--- config.mk ---
export PLATFORM = sky130hd
export DESIGN_NAME = pipeline_output_queue
export DESIGN_NICKNAME = d
export VERILOG_FILES = /design/src/rtl/pipeline_output_queue.sv
export SDC_FILE = /design/constraint.sdc
export NUM_CORES = 1
export LEC_CHECK = 0
export BUFFER_PORTS_ARGS = -buffer_cell sky130_fd_sc_hd__buf_4
export CAP_MARGIN = 10
export CELL_PAD_IN_SITES_DETAIL_PLACEMENT = 1
export CELL_PAD_IN_SITES_GLOBAL_PLACEMENT = 2
export CORE_AREA = 2 2 127 129
export CTS_BUF_LIST = sky130_fd_sc_hd__clkbuf_16
export DETAILED_ROUTE_END_ITERATION = 12
export DIE_AREA = 0 0 129 131
export PLACE_DENSITY_LB_ADDON = 0.1
export SETUP_SLACK_MARGIN = 0.02
export SYNTH_ARGS = -nofsm -noshare
export SYNTH_HDL_FRONTEND = slang
export SYNTH_SLANG_ARGS = --single-unit
--- constraint.sdc ---
create_clock -name clk -period 2.53 [get_ports clk]
set_input_delay 0.3795 -clock clk [delete_from_list [all_inputs] [get_ports clk]]
set_output_delay 0.3795 -clock clk [all_outputs]
set_load 0.03 [all_outputs]
--- src/rtl/pipeline_output_queue.sv ---
// rtl/pipeline_output_queue.sv - in-order output queue with backpressure, ID flush and drop counter
// Optional flush support (live bits, dead-head drain, drop counter): define OUTPUT_QUEUE_FLUSH_EN.
module pipeline_output_queue #(
  parameter int DEPTH         = 4,
  parameter int ADDRESS_WIDTH = 32,
  parameter int ID_WIDTH      = 8
) (
  input  logic                     clk,
  input  logic                     reset,
  input  logic [ADDRESS_WIDTH-1:0] in_address,
  input  logic [ID_WIDTH-1:0]      in_id,
  input  logic                     in_valid,
  output logic                     out_stall,
  input  logic                     in_flush,
  input  logic [ID_WIDTH-1:0]      in_flush_id,
  output logic [ADDRESS_WIDTH-1:0] out_address,
  output logic [ID_WIDTH-1:0]      out_id,
  output logic                     out_valid,
  input  logic                     in_stall,
  output logic [7:0]               out_drop_count
);
  localparam int PW = (DEPTH > 1) ? $clog2(DEPTH) : 1;
  localparam logic [PW:0] FULL_COUNT = (PW+1)'(DEPTH);

  logic [ADDRESS_WIDTH-1:0] addr_mem [DEPTH];
  logic [ID_WIDTH-1:0]      id_mem   [DEPTH];
  logic [PW-1:0]            wr_ptr, rd_ptr;
  logic [PW:0]              count;
  logic                     full, nonempty, in_xfer, head_valid, pop;

  assign full      = (count == FULL_COUNT);
  assign nonempty  = (count != '0);
  assign out_stall = full;
  assign in_xfer   = in_valid && !full;

`ifdef OUTPUT_QUEUE_FLUSH_EN
  logic [DEPTH-1:0] live, live_next, kill_vec;
  logic             head_live, head_kill, in_kill;
  logic [PW:0]      kill_cnt;
  logic [PW+8:0]    drop_sum;
  logic [7:0]       drop_count;

  assign head_live  = live[rd_ptr];
  assign head_kill  = in_flush && (in_flush_id == id_mem[rd_ptr]);
  assign in_kill    = in_xfer && in_flush && (in_id == in_flush_id);
  assign head_valid = nonempty && head_live && !head_kill;
  // A dead head leaves without waiting for the consumer.
  assign pop        = (head_valid && !in_stall) || (nonempty && !head_live);

  always_comb begin
    kill_vec = '0;
    kill_cnt = (PW+1)'(in_kill);
    for (int i = 0; i < DEPTH; i++) begin
      kill_vec[i] = in_flush && live[i] && (id_mem[i] == in_flush_id);
      kill_cnt    = kill_cnt + (PW+1)'(kill_vec[i]);
    end
    drop_sum  = (PW+9)'(drop_count) + (PW+9)'(kill_cnt);
    // Popped slots lose their live bit so stale entries never count as kills.
    live_next = live & ~kill_vec;
    if (pop)     live_next[rd_ptr] = 1'b0;
    if (in_xfer) live_next[wr_ptr] = !in_kill;
  end

  always_ff @(posedge clk or negedge reset) begin
    if (!reset) begin
      live       <= '0;
      drop_count <= '0;
    end else begin
      live       <= live_next;
      drop_count <= (drop_sum > (PW+9)'(255)) ? 8'd255 : drop_sum[7:0];
    end
  end

  assign out_drop_count = drop_count;
`else
  logic unused_flush;
  assign unused_flush   = ^{in_flush, in_flush_id};
  assign head_valid     = nonempty;
  assign pop            = head_valid && !in_stall;
  assign out_drop_count = 8'd0;
`endif

  assign out_valid   = head_valid;
  assign out_address = head_valid ? addr_mem[rd_ptr] : '0;
  assign out_id      = head_valid ? id_mem[rd_ptr] : '0;

  always_ff @(posedge clk) begin
    if (in_xfer) begin
      addr_mem[wr_ptr] <= in_address;
      id_mem[wr_ptr]   <= in_id;
    end
  end

  always_ff @(posedge clk or negedge reset) begin
    if (!reset) begin
      wr_ptr <= '0;
      rd_ptr <= '0;
      count  <= '0;
    end else begin
      if (in_xfer) wr_ptr <= wr_ptr + PW'(1);
      if (pop)     rd_ptr <= rd_ptr + PW'(1);
      if (in_xfer && !pop)      count <= count + (PW+1)'(1);
      else if (!in_xfer && pop) count <= count - (PW+1)'(1);
    end
  end
endmodule

==> out/qor.txt, run 1 <==
RUN STATUS
-------------------------------------------------------------------------------------
Result of the run                                                        complete, no violations

TIMING
-------------------------------------------------------------------------------------
Slew HR                                                                         0.621
Worst-margin pin slew                                                          569 ps
Period minus WS final                                                         2400 ps
Final Cycle Share                                                               0.947
Final worst clock skew                                                        11.5 ps
Fmax achieved                                                                 417 MHz
Final number of setup-violating endpoints                                           0
TNS Setup                                                                        0 ps
Number of slew-limit violations in the final report                                 0
Endpoints failing hold                                                              0
RSZ-0062 raised after global routing                                            false

CTS
-------------------------------------------------------------------------------------
Worst-skew pair later-pin latency                                              430 ps
Clock transition at the registers of the reported paths                         70 ps
Count of hold buffers inserted by post-cts repair                                   1
Master cell of the clock root buffer                                        clkbuf_16
# resized after CTS                                                                 0
Number of clock buffers inserted by TritonCTS                                      17
Setup Fix Bufs, Post-CTS                                                            0
TritonCTS clock tree                                                              yes
CTS sink cnt                                                                      167
Htree depth                                                                         4
Max Root-Sink Buffers                                                               2

PWR
-------------------------------------------------------------------------------------
Peak supply drop                                                             0.553 mV
Power per unit of standard cell area                                     1340 mW/mm^2
Post-layout power                                                            0.0110 W
Total leakage power                                                           2.88 nW

GLOBAL ROUTE
-------------------------------------------------------------------------------------
Number of global-route vias before repair                                        3362
Antenna violations before repair                                                    0
Gr ovfl total                                                                       0
Total global-route track usage                                                  0.163
Global-route wire length before repair                                       19400 um
Maximum number of pins on one net before global-route repair                       43

DIE
-------------------------------------------------------------------------------------
Core region area                                                          0.0156 mm^2
Vertical die dimension                                                         131 um
Total die area                                                            0.0169 mm^2
# IOs                                                                             103
Site row count                                                                     46
Starting density of the core                                                    0.419
Width of the die                                                               129 um

CELLS AND AREA
-------------------------------------------------------------------------------------
Proportion of layout cells with a drive suffix above 1                          0.423
Highest-count cells in the layout ignoring fill and taps                 160 x edfxtp_1, 89 x buf_4, 41 x nor2b_1
Net total in the final layout                                                     460
Antenna cell count                                                                  0
Most common cell after layout, fill and taps aside                           edfxtp_1
Final standard cell utilization of the core                                     0.525
Growth of design area from synthesis to finish                                  25.1%
Number of inserted filler cells in the final layout                              1388

DETAILED ROUTING
-------------------------------------------------------------------------------------
Number of nets still failing antenna checks after routing                           0
Avg Vias per Cell                                                                4.87
Count of routing violations after the opening detailed-route iteration            164
Final routed wire length divided by cell count                                20.0 um
First-pass iteration count of the detailed router                                   4
Routed via count                                                                 3068
# DRC                                                                               0
Wire length after detailed routing                                           12600 um

MIN PATH
-------------------------------------------------------------------------------------
Worst hold path cell count                                                          1
Type of the worst min-delay path                                               in2reg

JOB
-------------------------------------------------------------------------------------
Max-cap violations                                                                  0

SYNTHESIS
-------------------------------------------------------------------------------------
Cell area after synthesis                                                0.00654 mm^2
Avg Synthesized Cell Area                                                   21.9 um^2
Post-synthesis cell type count                                                     22
Count of synthesis-stage warnings from yosys                                        0
Count of state elements after synthesis                                           167
Cells after Synth                                                                 299
Sequential share of the synthesized area                                        0.762

CRITICAL PATH
-------------------------------------------------------------------------------------
Critical path capture point type                                         primary output
Critical path arrival                                                         2020 ps
CP max FO                                                                          24
Type of element launching the critical path                                  register
Worst r2r path cells                                                                5
Data required, critical path                                                  2150 ps
Critical path class                                                           reg2out

PLACEMENT
-------------------------------------------------------------------------------------
Number of input and output port buffers inserted                                   85
Hpwl dp                                                                       7280 um
Gp weighted congestion                                                          0.656

-- stage by stage --
stage               cells  hold slack (ps)  setup WS, ps  cell area [um^2]
floorplan             306             83.9           255              6570
global placement      597              200           513              7540
detailed placement    597              201           501              7540
CTS                   630              136          78.2              8180
global route          630              137          34.2              8180
finish                630              143           135              8180
-- power by group --
part | total, W | switching, W | internal (W)
combinational | 0.00436 | 0.00247 | 0.00188
clock | 0.00278 | 0.00104 | 0.00174
sequential | 0.00385 | 0.000179 | 0.00367
total | 0.0110 | 0.00370 | 0.00729
-- worst paths after layout --
path	from	endpoint	slack, ps
max	rd_ptr[0]$_DFFE_PN0P_	out_address[27]	130
min	in_address[29]	addr_mem[2][29]$_DFFE_PP_	140
max reg2reg	count[2]$_DFFE_PN0P_	addr_mem[0][15]$_DFFE_PP_	520
min reg2reg	count[2]$_DFFE_PN0P_	count[2]$_DFFE_PN0P_	540
max in group asynchronous	reset	rd_ptr[0]$_DFFE_PN0P_	2080
min in group asynchronous	reset	count[1]$_DFFE_PN0P_	310
-- per-layer routing --
layer  up-vias  GRT usage  routed length, um
li1       1368          -                  -
met4         0     0.0671                220
met5         -          0                  0
met3        16     0.0419                568
met1      1607      0.192               5180
met2        77      0.285               6650
-- critical path: stages (launching register included) --
cell	delay, ps
dfrtp_4	440
buf_12	230
mux4_2	540
nor2b_1	160
buf_4	200
-- area by class of cell --
cell class | instances | area (um^2) | area share
Sequential cell | 167 | 4980 | 0.609
Multi-Input combinational cell | 112 | 1420 | 0.174
Timing Repair Buffer | 99 | 858 | 0.105
Clock buffer | 17 | 425 | 0.0520
Tap cell | 216 | 270 | 0.0330
Clock inverter | 15 | 208 | 0.0254
Inverter | 4 | 15.0 | 0.00183
-- cells by family (layout without fill, tap and decap cells) --
kind of cell,Yosys count,in the layout,synth area share
DFF,167,167,0.762
and+or+nand+nor,50,50,0.0492
muxes,42,42,0.141
buffers and inverters,27,135,0.0268
adders and majority gates,6,6,0.0126
xor gates and xnor gates,6,6,0.00804
other,1,8,0.000574
-- flip-flops by register name, summed over array words and instances, names as in the netlist --
name / flops
wr_ptr: 2
addr_mem: 128
count: 3
id_mem: 32
rd_ptr: 2
-- synth_stat cells --
master	n	area share
dfrtp_1	7	0.027
and2_1	4	0.0038
xnor2_1	3	0.0040
buf_6	5	0.0086
nor3b_1	1	0.0011
edfxtp_1	160	0.73
buf_2	5	0.0038
nor2b_1	41	0.039
xor2_1	3	0.0040
nor2_1	1	0.00057
conb_1	1	0.00057
nor3_2	1	0.0015
or2_2	1	0.00096
fa_1	1	0.0031
buf_4	8	0.0092
mux2_2	1	0.0017
inv_1	4	0.0023
nor3b_2	1	0.0019
mux2_1	1	0.0017
clkbuf_1	5	0.0029
ha_1	5	0.0096
mux4_2	40	0.14
Power figures use the tool's default switching activity.
==> run 2, diff against run 1 <==
- CELL_PAD_IN_SITES_DETAIL_PLACEMENT: 1 -> unset
- CELL_PAD_IN_SITES_GLOBAL_PLACEMENT: 2 -> unset
- CORE_AREA: 2 2 127 129 -> 2 2 118 120
- DIE_AREA: 0 0 129 131 -> 0 0 120 122
- PLACE_DENSITY: unset -> 0.71
- PLACE_DENSITY_LB_ADDON: 0.1 -> unset
==> run 2 against run 1 <==
  * Clock power down 18%
  * Clock skew down 2.1 ps
  * Core utilization up 7.4 points
  * Largest power group unchanged
==> out/qor.txt, run 2 (synthesis gave the netlist of run 1 again) <==
GLOBAL ROUTE
-------------------------------------------------------------------------------------
Global-route wire length before repair                                       17300 um
Antenna violations before repair                                                    0
Gr ovfl total                                                                       0
Number of global-route vias before repair                                        3213
Total global-route track usage                                                  0.165
Maximum number of pins on one net before global-route repair                       43

DIE
-------------------------------------------------------------------------------------
# IOs                                                                             103
Site row count                                                                     43
Core region area                                                          0.0135 mm^2
Vertical die dimension                                                         122 um
Total die area                                                            0.0146 mm^2
Starting density of the core                                                    0.484
Width of the die                                                               120 um

DETAILED ROUTING
-------------------------------------------------------------------------------------
Avg Vias per Cell                                                                5.12
Final routed wire length divided by cell count                                18.5 um
# DRC                                                                               0
Number of nets still failing antenna checks after routing                           0
Wire length after detailed routing                                           11000 um
First-pass iteration count of the detailed router                                   4
Routed via count                                                                 3058
Count of routing violations after the opening detailed-route iteration            184

CELLS AND AREA
-------------------------------------------------------------------------------------
Highest-count cells in the layout ignoring fill and taps                 160 x edfxtp_1, 90 x buf_4, 41 x nor2b_1
Proportion of layout cells with a drive suffix above 1                          0.417
Top reg by flops                                                             addr_mem
Number of inserted filler cells in the final layout                              1007
Antenna cell count                                                                  0
Regs by FF count                                                         addr_mem (128), id_mem (32), count (3)
Number of non-filler instances in the completed layout                            597
Max reg flops                                                                     128
Net total in the final layout                                                     463
Growth of design area from synthesis to finish                                  23.5%
Most common cell after layout, fill and taps aside                           edfxtp_1

PWR
-------------------------------------------------------------------------------------
Post-layout power                                                            0.0105 W
Peak supply drop                                                             0.654 mV
Power per unit of standard cell area                                     1300 mW/mm^2
Total leakage power                                                           2.85 nW

TIMING
-------------------------------------------------------------------------------------
Period minus WS final                                                         2360 ps
Number of slew-limit violations in the final report                                 0
Fmax achieved                                                                 424 MHz
Final worst clock skew                                                        9.37 ps
Slew HR                                                                         0.642
Final number of setup-violating endpoints                                           0
Worst-margin pin slew                                                          538 ps
TNS Setup                                                                        0 ps
RSZ-0062 raised after global routing                                            false
Endpoints failing hold                                                              0
Final Cycle Share                                                               0.933

PLACEMENT
-------------------------------------------------------------------------------------
Gp weighted congestion                                                          0.676
Number of input and output port buffers inserted                                   85
Cell total after placement                                                        562
Hpwl dp                                                                       6840 um

CTS
-------------------------------------------------------------------------------------
TritonCTS clock tree                                                              yes
Htree depth                                                                         4
Number of clock buffers inserted by TritonCTS                                      17
Clock transition at the registers of the reported paths                         60 ps
CTS sink cnt                                                                      167
Max Root-Sink Buffers                                                               2
# resized after CTS                                                                 0
Master cell of the clock root buffer                                        clkbuf_16
Worst-skew pair later-pin latency                                              410 ps

MIN PATH
-------------------------------------------------------------------------------------
Worst Hold Launch                                                        in_address[1]
Hold Path End                                                            addr_mem[0][1]$_DFFE_PP_
Worst hold path cell count                                                          1
Type of the worst min-delay path                                               in2reg

CRITICAL PATH
-------------------------------------------------------------------------------------
Cell-by-cell trace of the critical path                                  buf_12 -> mux4_2 -> nor2b_1 -> buf_4
Data required, critical path                                                  2150 ps
CP max FO                                                                          18
Stage delay of the slowest cell on the critical path                           530 ps
Cell with the largest stage delay on the worst path                            mux4_2
Critical path class                                                           reg2out
Critical path capture point type                                         primary output
Capturing point of the worst reg2reg path                                count[2]$_DFFE_PN0P_
Type of element launching the critical path                                  register
Worst Path Buf+Inv                                                                  2
Critical path arrival                                                         1980 ps
Reg2reg setup slack                                                            470 ps
Worst r2r path cells                                                                8
Family with the most delay on the worst path                             multiplexers
Beginning of the worst register-to-register path                         count[2]$_DFFE_PN0P_

RUN STATUS
-------------------------------------------------------------------------------------
Result of the run                                                        complete, no violations

JOB
-------------------------------------------------------------------------------------
Max-cap violations                                                                  0

## run 2: where the power goes
group          internal [W]  total [W]  switching (W)
combinational       0.00193    0.00432        0.00239
clock               0.00132    0.00227       0.000951
sequential          0.00367    0.00388       0.000215
total               0.00692     0.0105        0.00355
## run 2: worst register-to-register path: stages (launching register included)
cell	delay, ps
dfrtp_1	440
nor3b_2	200
nor2b_1	230
ha_1	250
inv_1	70
fa_1	370
xor2_1	150
nor2_1	120
xor2_1	160
## run 2: how the worst max path moves through the flow
stage                                      from  depth (start not counted)  slack, ps                  endpoint
after floorplan            count[2]$_DFFE_PN0P_                          4        260  addr_mem[0][0]$_DFFE_PP_
after global placement    rd_ptr[0]$_DFFE_PN0P_                          4        450                 out_id[1]
after detailed placement  rd_ptr[0]$_DFFE_PN0P_                          4        450                 out_id[5]
after CTS                 rd_ptr[0]$_DFFE_PN0P_                          4        120           out_address[28]
after global routing       count[0]$_DFFE_PN0P_                          4         40           out_address[23]
final                     rd_ptr[0]$_DFFE_PN0P_                          4        170           out_address[28]
## run 2: what timing repair did
| item | CTS | global route |
|---|---|---|
| hold buffers | 1 | 0 |
| setup endpoints to repair | 11 | 0 |
| hold endpoints to repair | 7 | 0 |
| buffers inserted | 2 | 0 |
## run 2: layer usage
layer  routed length (um)  GRT usage  vias to the layer above  part of all wire
met5                    0          0                        -                 0
met4                  179     0.0728                        0             0.016
met3                  546     0.0463                       13             0.049
met2                 5670      0.273                       85              0.51
met1                 4640      0.203                     1581              0.42
li1                     -          -                     1379                 -
## run 2: metrics by stage
stage	worst slack [ps]	cell area [um^2]	hold WS, ps	util
CTS	121	8080	140	0.598
global route	42.3	8080	141	0.598
finish	171	8080	161	0.598
global placement	450	7530	196	0.557
detailed placement	455	7530	197	0.557
floorplan	255	6570	83.9	-
## run 2: area by class of cell
type	count	area [um^2]	share of cell area
inverters	4	15.0	0.00186
well taps	180	225	0.0279
multi-input cells	112	1420	0.176
flip-flops and latches	167	4980	0.617
repair buffers	102	906	0.112
clock buffers	17	425	0.0527
clock inverters	15	100	0.0124
